--- src/rtl/refill_write_gen_pkg.sv ---
// Shared cache definitions for the refill write path: write-request field
// widths, line geometry and the refill FSM encoding.
package refill_write_gen_pkg;

    localparam int CACHE_BEATS  = 2;
    localparam int CACHE_DATA_W = 32;
    localparam int CACHE_SET_W  = 6;
    localparam int CACHE_WAYS   = 4;
    localparam int CACHE_MASK_W = CACHE_DATA_W / 8;

    typedef enum logic [1:0] {
        ST_IDLE = 2'd0,
        ST_FILL = 2'd1,
        ST_DONE = 2'd2
    } refill_state_t;

    // Beat counters must reach BEATS itself, not just BEATS-1.
    function automatic int cnt_w(input int beats);
        return $clog2(beats + 1);
    endfunction

endpackage

--- src/rtl/refill_buf.sv ---
// One-entry pass-through buffer holding a refill word and its beat index.
// A push in the same cycle as a pop replaces the entry and keeps it full.
module refill_buf #(
    parameter int DATA_W = 32,
    parameter int IDX_W  = 2
) (
    input  logic              clock,
    input  logic              reset,
    input  logic              push,
    input  logic              pop,
    input  logic [DATA_W-1:0] push_data,
    input  logic [IDX_W-1:0]  push_idx,
    output logic              full,
    output logic [DATA_W-1:0] data,
    output logic [IDX_W-1:0]  idx
);

    always_ff @(posedge clock or posedge reset) begin
        if (reset) begin
            full <= 1'b0;
            data <= '0;
            idx  <= '0;
        end else if (push) begin
            full <= 1'b1;
            data <= push_data;
            idx  <= push_idx;
        end else if (pop) begin
            full <= 1'b0;
        end
    end

endmodule

--- src/rtl/refill_write_gen.sv ---
// Turns one cache-line refill from the memory read channel into per-word
// data-array write requests on the arbiter's low-priority port.
module refill_write_gen
    import refill_write_gen_pkg::*;
#(
    parameter int BEATS  = CACHE_BEATS,
    parameter int DATA_W = CACHE_DATA_W,
    parameter int SET_W  = CACHE_SET_W,
    parameter int WAYS   = CACHE_WAYS
) (
    input  logic                clock,
    input  logic                reset,
    input  logic                io_req_valid,
    output logic                io_req_ready,
    input  logic [SET_W-1:0]    io_req_bits_set,
    input  logic [WAYS-1:0]     io_req_bits_way,
    input  logic                io_mem_valid,
    output logic                io_mem_ready,
    input  logic [DATA_W-1:0]   io_mem_bits_data,
    input  logic                io_mem_bits_last,
    output logic                io_write_valid,
    input  logic                io_write_ready,
    output logic [DATA_W-1:0]   io_write_bits_data,
    output logic [SET_W-1:0]    io_write_bits_set,
    output logic [BEATS-1:0]    io_write_bits_blockSelOH,
    output logic [WAYS-1:0]     io_write_bits_way,
    output logic [DATA_W/8-1:0] io_write_bits_mask,
    output logic                io_busy,
    output logic                io_done,
    output logic                io_protoErr
);

    localparam int CW = cnt_w(BEATS);

    refill_state_t     state;
    logic [SET_W-1:0]  set_lat;
    logic [WAYS-1:0]   way_lat;
    logic [CW-1:0]     recv_cnt;
    logic [CW-1:0]     wr_cnt;
    logic              proto_err;

    logic              buf_full;
    logic [DATA_W-1:0] buf_data;
    logic [CW-1:0]     buf_idx;

    logic              in_fill;
    logic              mem_fire;
    logic              write_fire;

    assign in_fill    = (state == ST_FILL);
    assign write_fire = io_write_valid && io_write_ready;
    assign mem_fire   = io_mem_valid && io_mem_ready;

    // The buffer may refill in the same cycle it drains, giving one word per cycle.
    assign io_mem_ready   = in_fill && (recv_cnt != CW'(BEATS)) && (!buf_full || write_fire);
    assign io_write_valid = in_fill && buf_full;

    // Payload is zero whenever nothing is offered, so idle outputs are quiet.
    assign io_write_bits_data       = io_write_valid ? buf_data : '0;
    assign io_write_bits_set        = io_write_valid ? set_lat : '0;
    assign io_write_bits_way        = io_write_valid ? way_lat : '0;
    assign io_write_bits_blockSelOH = io_write_valid ? (BEATS'(1) << buf_idx) : '0;
    assign io_write_bits_mask       = io_write_valid ? {(DATA_W/8){1'b1}} : '0;

    assign io_req_ready = (state == ST_IDLE);
    assign io_busy      = (state != ST_IDLE);
    assign io_done      = (state == ST_DONE);
    assign io_protoErr  = proto_err;

    refill_buf #(
        .DATA_W (DATA_W),
        .IDX_W  (CW)
    ) u_buf (
        .clock     (clock),
        .reset     (reset),
        .push      (mem_fire),
        .pop       (write_fire),
        .push_data (io_mem_bits_data),
        .push_idx  (recv_cnt),
        .full      (buf_full),
        .data      (buf_data),
        .idx       (buf_idx)
    );

    always_ff @(posedge clock or posedge reset) begin
        if (reset) begin
            state     <= ST_IDLE;
            set_lat   <= '0;
            way_lat   <= '0;
            recv_cnt  <= '0;
            wr_cnt    <= '0;
            proto_err <= 1'b0;
        end else begin
            proto_err <= 1'b0;
            case (state)
                ST_IDLE: begin
                    if (io_req_valid) begin
                        set_lat  <= io_req_bits_set;
                        way_lat  <= io_req_bits_way;
                        recv_cnt <= '0;
                        wr_cnt   <= '0;
                        state    <= ST_FILL;
                    end
                end
                ST_FILL: begin
                    // Beat count alone drives progress; 'last' is only checked.
                    if (mem_fire) begin
                        recv_cnt  <= recv_cnt + CW'(1);
                        proto_err <= io_mem_bits_last != (recv_cnt == CW'(BEATS - 1));
                    end
                    if (write_fire) begin
                        wr_cnt <= wr_cnt + CW'(1);
                        if (wr_cnt == CW'(BEATS - 1))
                            state <= ST_DONE;
                    end
                end
                ST_DONE: state <= ST_IDLE;
                default: state <= ST_IDLE;
            endcase
        end
    end

endmodule

--- config.mk ---
export PLATFORM = sky130hd
export DESIGN_NAME = refill_write_gen
export DESIGN_NICKNAME = d
export VERILOG_FILES = /design/src/rtl/refill_write_gen_pkg.sv /design/src/rtl/refill_buf.sv /design/src/rtl/refill_write_gen.sv
export SDC_FILE = /design/constraint.sdc
export NUM_CORES = 1
export LEC_CHECK = 0
export CAP_MARGIN = 20
export CORE_MARGIN = 2
export CORE_UTILIZATION = 47
export DETAILED_ROUTE_END_ITERATION = 8
export PLACE_DENSITY = 0.86
export SKIP_LAST_GASP = 1
export SLEW_MARGIN = 25
export SYNTH_ARGS = -nofsm -noshare
export SYNTH_HDL_FRONTEND = slang
export SYNTH_HIERARCHICAL = 1
export SYNTH_SLANG_ARGS = --single-unit
--- constraint.sdc ---
create_clock -name clock -period 4.29 [get_ports clock]
set_clock_uncertainty 0.15 [all_clocks]
set_input_delay 0.6435 -clock clock [delete_from_list [all_inputs] [get_ports clock]]
set_output_delay 0.6435 -clock clock [all_outputs]
set_load 0.02 [all_outputs]
Word-level counts from Yosys, hierarchy flattened
Cells that the tools add are included.
- logic and storage cells: 55
- output and inout bits: 54
- input bits: 48
- register bits: 52
- reductions and logical operators: 15
- muxes and demuxes: 18
- $add $sub $neg: 2
- shifts and indexed selects: 1
- equality and inequality tests: 10
- operator list (kind ; count):
    $mux W32 ; 1
    $mux W2 ; 7
    $pmux W2 S2 ; 3
    $reduce_and A3 Y1 ; 3
    $mux W4 ; 2
    $eq A2 B1 Y1 const B ; 3
    $mux W6 ; 1
    $ne A2 B1 Y1 const B ; 3
    $reduce_bool A2 Y1 ; 3
    $logic_and A1 B1 Y1 ; 5
    $add A2 B1 Y2 const B ; 2
    $mux W1 ; 4
    $ne A2 B2 Y1 const B ; 2
    $eq A2 B2 Y1 const B ; 1
    $logic_not A2 Y1 ; 1
    $reduce_and A2 Y1 ; 1
    $shl A1 B2 Y2 const A ; 1
    $logic_not A1 Y1 ; 1
    $logic_or A1 B1 Y1 ; 1
    $ne A1 B1 Y1 ; 1

Depth between registers and ports, before layout
Gate-level depths: netlist (run 1).
- depth after elaboration: 8
- depth in mapped cells: 8

Cells and area by module
Netlist (run 1), hierarchy kept.
- modules (own cells, without submodules) (module ; times used ; area each (um^2) ; cells an instance ; seq. area each (um^2)):
    refill_buf ; 1 ; 1453.9 ; 76 ; 875.8
    refill_write_gen ; 1 ; 1131.1 ; 114 ; 425.4

Worst setup path after synthesis (run 1)
Ideal clock, no wire load.
- path type: flip-flop to output port
- start: register state[1]
- end: output port io_write_bits_blockSelOH[0]
- arrival: 1.310 ns
- slack: 2.187 ns
- stages on the path, launching flop included: 4
- path through: dfrtp_1 > and3b_1 > buf_4 > nor3b_1
- cells in the longest elaborated chain, start to end: 3
- ends and longest elaborated chain (what ; RTL line ; source):
    start: declaration ; refill_write_gen.sv:35 ; refill_state_t state;
    start signal: assignment ; refill_write_gen.sv:87 ; state <= ST_IDLE;
    start signal: assignment ; refill_write_gen.sv:102 ; state <= ST_FILL;
    start signal: assignment ; refill_write_gen.sv:114 ; state <= ST_DONE;
    $eq A2 B1 Y1 ; refill_write_gen.sv:50 ; assign in_fill = (state == ST_FILL);
    $logic_and A1 B1 Y1 ; refill_write_gen.sv:56 ; assign io_write_valid = in_fill && buf_full;
    $mux W2 ; refill_write_gen.sv:62 ; assign io_write_bits_blockSelOH = io_write_valid ? (BEATS'(1) << buf_idx) : '0;
    end: declaration ; refill_write_gen.sv:25 ; output logic [BEATS-1:0] io_write_bits_blockSelOH,
No other way between the ends.

Final worst setup path (run 1)
- start: register state[1]
- end: output port io_write_bits_set[4]
- cells in the longest elaborated chain, start to end: 3
- ends and longest elaborated chain (what ; RTL line ; source):
    $eq A2 B1 Y1 ; refill_write_gen.sv:50 ;
    $logic_and A1 B1 Y1 ; refill_write_gen.sv:56 ;
    $mux W6 ; refill_write_gen.sv:60 ; assign io_write_bits_set = io_write_valid ? set_lat : '0;
    end: declaration ; refill_write_gen.sv:24 ; output logic [SET_W-1:0] io_write_bits_set,
No other way between the ends.

==> results of run 1 <==
[worst max-delay path, delay by kind of cell (launching register included)]
family	cells	cell delay, ns
buffers and inverters	2	0.96
and+or+nand+nor	2	0.87
DFF	1	0.48
[how the worst max path moves through the flow]
stage | cells past startpoint | startpoint | slack [ns] | end
detailed placement | 4 | state[1] | 1.16 | io_write_bits_set[4]
finish | 4 | state[1] | 0.89 | io_write_bits_set[4]
floorplan | 3 | state[1] | 2.19 | io_write_bits_blockSelOH[0]
CTS | 4 | state[1] | 0.83 | io_write_bits_set[4]
global route | 4 | state[1] | 0.65 | io_write_bits_data[23]
global placement | 4 | state[1] | 1.26 | io_write_bits_way[0]
[cell usage after synthesis]
master / count
nor2_1: 2
nand4b_1: 1
nor3b_4: 1
nor3b_1: 1
and4bb_2: 1
and3b_1: 2
nor2_2: 1
nand4_1: 1
and4bb_1: 1
dfrtp_1: 52
mux2_4: 30
and3_1: 1
buf_2: 1
mux2_2: 15
a211oi_1: 1
nand2b_1: 1
buf_6: 2
and2b_2: 1
a21o_1: 1
buf_4: 5
nand2_2: 1
or2_2: 1
and2_1: 42
ha_1: 3
inv_1: 9
buf_12: 3
o21ai_0: 3
xnor2_1: 1
a21oi_1: 1
clkbuf_2: 3
nand3b_1: 2
[power breakdown]
group	switching [mW]	leakage (nW)	internal [mW]
clock	0.150	0.0503	0.144
sequential	0.131	0.617	0.735
combinational	0.758	0.925	0.963
total	1.04	1.59	1.84
[area by class of cell]
| type | instances | area share [%] |
|---|---|---|
| clock buffer | 7 | 2.634 |
| multi-input combinational | 115 | 30.35 |
| inverter | 9 | 0.9237 |
| tap | 72 | 2.463 |
| sequential | 52 | 35.58 |
| timing repair buffer | 103 | 28.05 |
[layer usage]
| metal | GRT usage (%) | vias up |
|---|---|---|
| met5 | 0 | - |
| met4 | 7.544 | 0 |
| met3 | 5.402 | 8 |
| met2 | 28.79 | 68 |
| met1 | 23.19 | 806 |
| li1 | - | 810 |
[cells by family (layout without fill, tap and decap cells)]
family,count (synthesis),after routing
simple gates,60,60
flops,52,52
mux,45,45
buf+inv,23,119
compound gates,6,6
fa+ha+maj,3,3
xor+xnor,1,1
[cell usage in the layout, fill, tap and decap left out, drive strengths merged, types with 2 or more instances in the layout]
cell type / count
clkdlybuf4s50: 101
dfrtp: 52
mux2: 45
and2: 42
inv: 9
clkbuf: 7
o21ai: 3
ha: 3
nor2: 3
and3b: 2
nand3b: 2
buf: 2
nor3b: 2
and4bb: 2
[state kept, by name (all words and copies together), names as in the netlist]
| register | count |
|---|---|
| io_protoErr | 1 |
| recv_cnt | 2 |
| set_lat | 6 |
| state | 2 |
| u_buf/data | 32 |
| u_buf/full | 1 |
| u_buf/idx | 2 |
| way_lat | 4 |
| wr_cnt | 2 |
==> metrics.md, run 1 <==
| Metric | Value |
|---|---|
| Outcome | `completed` |
| WL per Instance | `14.29 um` |
| Area of the multi-input gates | `1110 um^2` |
| Overall power | `2.881 mW` |
| RePlAce Congestion | `0.8033` |
| Post-synth top area share | `50.34%` |
| HP Start | `u_buf/data[19]` |
| # port buffers | `101` |
| Final min period | `3.401 ns` |
| Nets | `337` |
| Post-layout util | `67.66%` |
| DR vias/cell | `4.726` |
| Cells after synthesis | `190` |
| Largest net degree at the start of global routing | `37` |
| Die area | `6109 um^2` |
| DPL Wire Length | `3.694 mm` |
| CP max FO | `26` |
| Setup bufs post-CTS | `0` |
| Hold Crit Class | `register to register` |
| Number of global-route vias before repair | `1761` |
| DRT met1 WL | `2.229 mm` |
| P per Cell Area | `787.7 nW/um^2` |
| Clk root buf | `clkbuf_8` |
| Leakage power | `1.592 nW` |
| Synth Area in XOR/XNOR | `0.3388%` |
| Largest family of logic cells by synthesized area | `multiplexers` |
| Largest stage delay on the critical path | `0.71 ns` |
| Total Routing Usage GR | `18.12%` |
| Later-pin clock latency in the skew report | `0.30 ns` |
| Post_cts resized | `0` |
| Setup Viol. Count Final | `0` |
| Mapped Area | `2585 um^2` |
| Fin. max-slew vios | `0` |
| Syn_nets | `241` |
| Top cells by area, synth | `dfrtp_1, mux2_4, and2_1` |
| TritonRoute pass-1 iters | `4` |
| Chip height | `78.16 um` |
| Core area | `5405 um^2` |
| Routed WL | `5.117 mm` |
| Initial antenna violation count | `0` |
| Via count | `1692` |
| Antenna Nets Post-Route | `0` |
| Arrival time worst endpoint | `2.61 ns` |
| Fillers | `407` |
| # diodes | `0` |
| Initial Utilization | `47.82%` |
| Worst Tran Pin Value | `1.024 ns` |
| Row count | `27` |
| Highest metal used | `met4` |
| Clk slew on worst S/H paths | `0.09 ns` |
| Met3 Wirelength | `352 um` |
| R2r startpoint | `recv_cnt[0]` |
| Layout cells sized above 1 | `21.33%` |
| Layout area overhead | `41.48%` |
| Synth Area in Adders | `1.452%` |
| Worst path cell trace | `and3b_1 -> buf_4 -> and2_1 -> clkdlybuf4s50_1` |
| Peak VDD IR | `377.0 uV` |
| Sequential fraction of the synthesis area | `50.34%` |
| Critical-path top delay cell | `and3b_1` |
| Post-route clock period utilization | `79.27%` |
| Placed inst area | `3561 um^2` |
| Post-placement setup slack | `1.161 ns` |
| Rel. slew slack | `31.66%` |
| WHS Endpoint | `u_buf/data[19]` |
| Placed cell count | `351` |
| Post-synthesis register bit count | `52` |
| Final instance area | `3657 um^2` |
| Bufs on Longest Clock Path | `2` |
| Mux cell area share after synthesis | `23.96%` |
| Total grt overflow | `0` |
| TNS Setup | `0 ns` |
| Leading area contributor after synthesis | `dfrtp_1` |
| Max Clock Freq | `294.1 MHz` |
| Syn_area_per_cell | `13.61 um^2` |
| Drt drc | `0` |
| Simple-gate share of the synthesized area | `15.83%` |
| Global-route wire length before repair | `8.562 mm` |
| Sequential cell area | `1301 um^2` |
| Hold path cells | `1` |
| Io pins | `102` |
| CTS Sinks | `52` |
| Reg2reg path depth | `6` |
| Syn. warnings | `6` |
| RSZ-0062 raised after global routing | `no` |
| Starting DRC count in detailed routing | `34` |
| Crit end category | `output pin` |
| WP data required | `3.50 ns` |
| Max-Cap Viols | `0` |
| Final worst setup slack | `0.8895 ns` |
| Kind of critical path | `register to output pin` |
| Fin cells | `358` |
| Synth cell types | `31` |
| FF-to-FF setup slack | `1.79 ns` |
| Hold_ws | `0.3555 ns` |
| Number of H-tree levels | `2` |
| Cts bufs inserted | `5` |
| FF-to-FF End | `u_buf/data[8]` |
| CTS tree | `done` |
| Die width | `78.16 um` |
| Compound-Gate Fraction of Synth Area | `1.355%` |
| WL met2 | `2.419 mm` |
| Startpoint types | `register` |
| Hold Vio Cnt, Final | `0` |
| CTS Hold Buffers Added | `0` |
No activity file was read; power rests on OpenSTA's default activity.
==> run 2, diff against run 1 <==
--- a/config.mk
+++ b/config.mk
@@ -7,9 +7,9 @@
 export LEC_CHECK = 0
 export CAP_MARGIN = 20
 export CORE_MARGIN = 2
-export CORE_UTILIZATION = 47
+export CORE_UTILIZATION = 44
 export DETAILED_ROUTE_END_ITERATION = 8
-export PLACE_DENSITY = 0.86
+export PLACE_DENSITY = 0.81
 export SKIP_LAST_GASP = 1
 export SLEW_MARGIN = 25
 export SYNTH_ARGS = -nofsm -noshare
==> constraint.sdc (replaced) <==
create_clock -name clock -period 3.22 [get_ports clock]
set_clock_uncertainty 0.15 [all_clocks]
set_input_delay 0.483 -clock clock [delete_from_list [all_inputs] [get_ports clock]]
set_output_delay 0.483 -clock clock [all_outputs]
set_load 0.02 [all_outputs]
==> metrics.md, run 2 (synthesis gave the netlist of run 1 again) <==
| Metric | Value |
|---|---|
| Number of H-tree levels | `2` |
| Post-placement setup slack | `0.5544 ns` |
| Logic pwr share | `60.2%` |
| Switch share | `35.99%` |
| Post-route clock period utilization | `91.54%` |
| Bufs on Longest Clock Path | `2` |
| Antenna Nets Post-Route | `0` |
| Top Registers | `u_buf/data x32, set_lat x6, way_lat x4` |
| DR vias/cell | `4.784` |
| Setup Viol. Count Final | `0` |
| Layout area overhead | `42.30%` |
| Clk root buf | `clkbuf_8` |
| Number of buffers and inverters on the critical path | `2` |
| Rel. slew slack | `55.50%` |
| TNS Setup | `0 ns` |
| TritonRoute pass-1 iters | `3` |
| Crit end category | `output pin` |
| Number of global-route vias before repair | `1757` |
| Worst Tran Pin Value | `0.6668 ns` |
| Via count | `1727` |
| WP data required | `2.59 ns` |
| Clk slew on worst S/H paths | `0.08 ns` |
| Fillers | `460` |
| Layout cells sized above 1 | `21.45%` |
| Initial Utilization | `46.37%` |
| Area of the multi-input gates | `1110 um^2` |
| Startpoint types | `register` |
| Global-route wire length before repair | `8.266 mm` |
| RePlAce Congestion | `0.7813` |
| Seq pwr share | `30.3%` |
| Overall power | `3.837 mW` |
| Initial antenna violation count | `0` |
| Chip height | `80.65 um` |
| Starting DRC count in detailed routing | `51` |
| Post_cts resized | `0` |
| Drt drc | `0` |
| Largest stage delay on the critical path | `0.61 ns` |
| Clk pwr share | `9.5%` |
| WL per Instance | `14.23 um` |
| Hold path cells | `1` |
| Die width | `80.65 um` |
| Outcome | `completed` |
| Total grt overflow | `0` |
| Largest register FFs | `32` |
| Routed WL | `5.138 mm` |
| Most frequent cells in the layout | `clkdlybuf4s50_1, dfrtp_1, and2_1, mux2_4, mux2_2` |
| Sequential cell area | `1301 um^2` |
| Max-Cap Viols | `0` |
| Hold Vio Cnt, Final | `0` |
| Worst path cell trace | `and3b_1 -> buf_4 -> and2_1 -> clkdlybuf4s50_1` |
| Delay-heaviest family, CP | `buffers and inverters` |
| Most flops, register | `u_buf/data` |
| Fin. max-slew vios | `0` |
| CP Depth | `4` |
| Leakage power | `1.601 nW` |
| DPL Wire Length | `3.802 mm` |
| RSZ-0062 raised after global routing | `no` |
| Arrival time worst endpoint | `2.31 ns` |
| Critical-path top delay cell | `clkdlybuf4s50_1` |
| CTS tree | `done` |
| CP max FO | `24` |
| Io pins | `102` |
| Max Clock Freq | `339.3 MHz` |
| CTS Sinks | `52` |
| P_int | `2.456 mW` |
| # port buffers | `101` |
| Largest net degree at the start of global routing | `36` |
| Die area | `6504 um^2` |
| Later-pin clock latency in the skew report | `0.29 ns` |
| Peak VDD IR | `493.6 uV` |
| Reg2reg path depth | `7` |
| Switching Power | `1.381 mW` |
| Total Routing Usage GR | `16.69%` |
| FF-to-FF setup slack | `0.93 ns` |
| Setup bufs post-CTS | `0` |
| Nets | `339` |
| Row count | `27` |
| Cts bufs inserted | `5` |
| P per Cell Area | `1043 nW/um^2` |
| Core area | `5574 um^2` |
| Commonest non-fill, non-tap cell in the layout | `clkdlybuf4s50_1` |
| # diodes | `0` |
| Final min period | `2.947 ns` |
| Kind of critical path | `register to output pin` |
| Final worst setup slack | `0.2725 ns` |
| CTS Hold Buffers Added | `0` |
| Hold Crit Class | `register to register` |
[run 2: layout make-up]
cell class | count | share of cell area [%]
clock buffers | 8 | 2.449
inverters | 9 | 0.9184
multi-input cells | 115 | 30.17
flip-flops and latches | 52 | 35.37
well taps | 72 | 2.449
repair buffers | 105 | 28.64
[run 2: layer usage]
layer  routed length [um]  GRT usage (%)
met2                 2512          28.83
met4                   63          5.085
met3                  381          4.607
met1                 2180          20.23
met5                    0              0
[run 2: per-stage QoR]
stage | utilization (%) | hold slack [ns] | std cells | instance area [um^2]
after floorplan | - | 0.2591 | 190 | 2585
after global placement | 64.38 | 0.3298 | 353 | 3588
after detailed placement | 64.38 | 0.3347 | 353 | 3588
after CTS | 65.99 | 0.3568 | 361 | 3679
after global routing | 65.99 | 0.3718 | 361 | 3679
final | 65.99 | 0.3525 | 361 | 3679
[run 2: worst register-to-register path, cell delays in order, from the launching register on]
cell and delay (ns):
dfrtp_1 0.38, inv_1 0.09, ha_1 0.21, and4bb_1 0.30, nand2_2 0.09, inv_2 0.37, buf_12 0.26, mux2_4 0.33
[run 2: power groups by stage]
stage / clock (mW) / combinational (mW) / sequential (mW)
after global routing: 0.413 / 2.47 / 1.22
after global placement: 0 / 2.30 / 1.16
final: 0.365 / 2.31 / 1.16
after detailed placement: 0 / 2.33 / 1.18
after CTS: 0.383 / 2.35 / 1.17
after floorplan: 0 / 1.57 / 1.12
[run 2: path summary, 6_finish.rpt]
| kind | end | from |
|---|---|---|
| max | io_write_bits_set[2] | state[1] |
| min | set_lat[5] | set_lat[5] |
| max reg2reg | u_buf/data[31] | recv_cnt[0] |
| min reg2reg | set_lat[5] | set_lat[5] |
| max in group asynchronous | way_lat[0] | reset |
| min in group asynchronous | state[0] | reset |
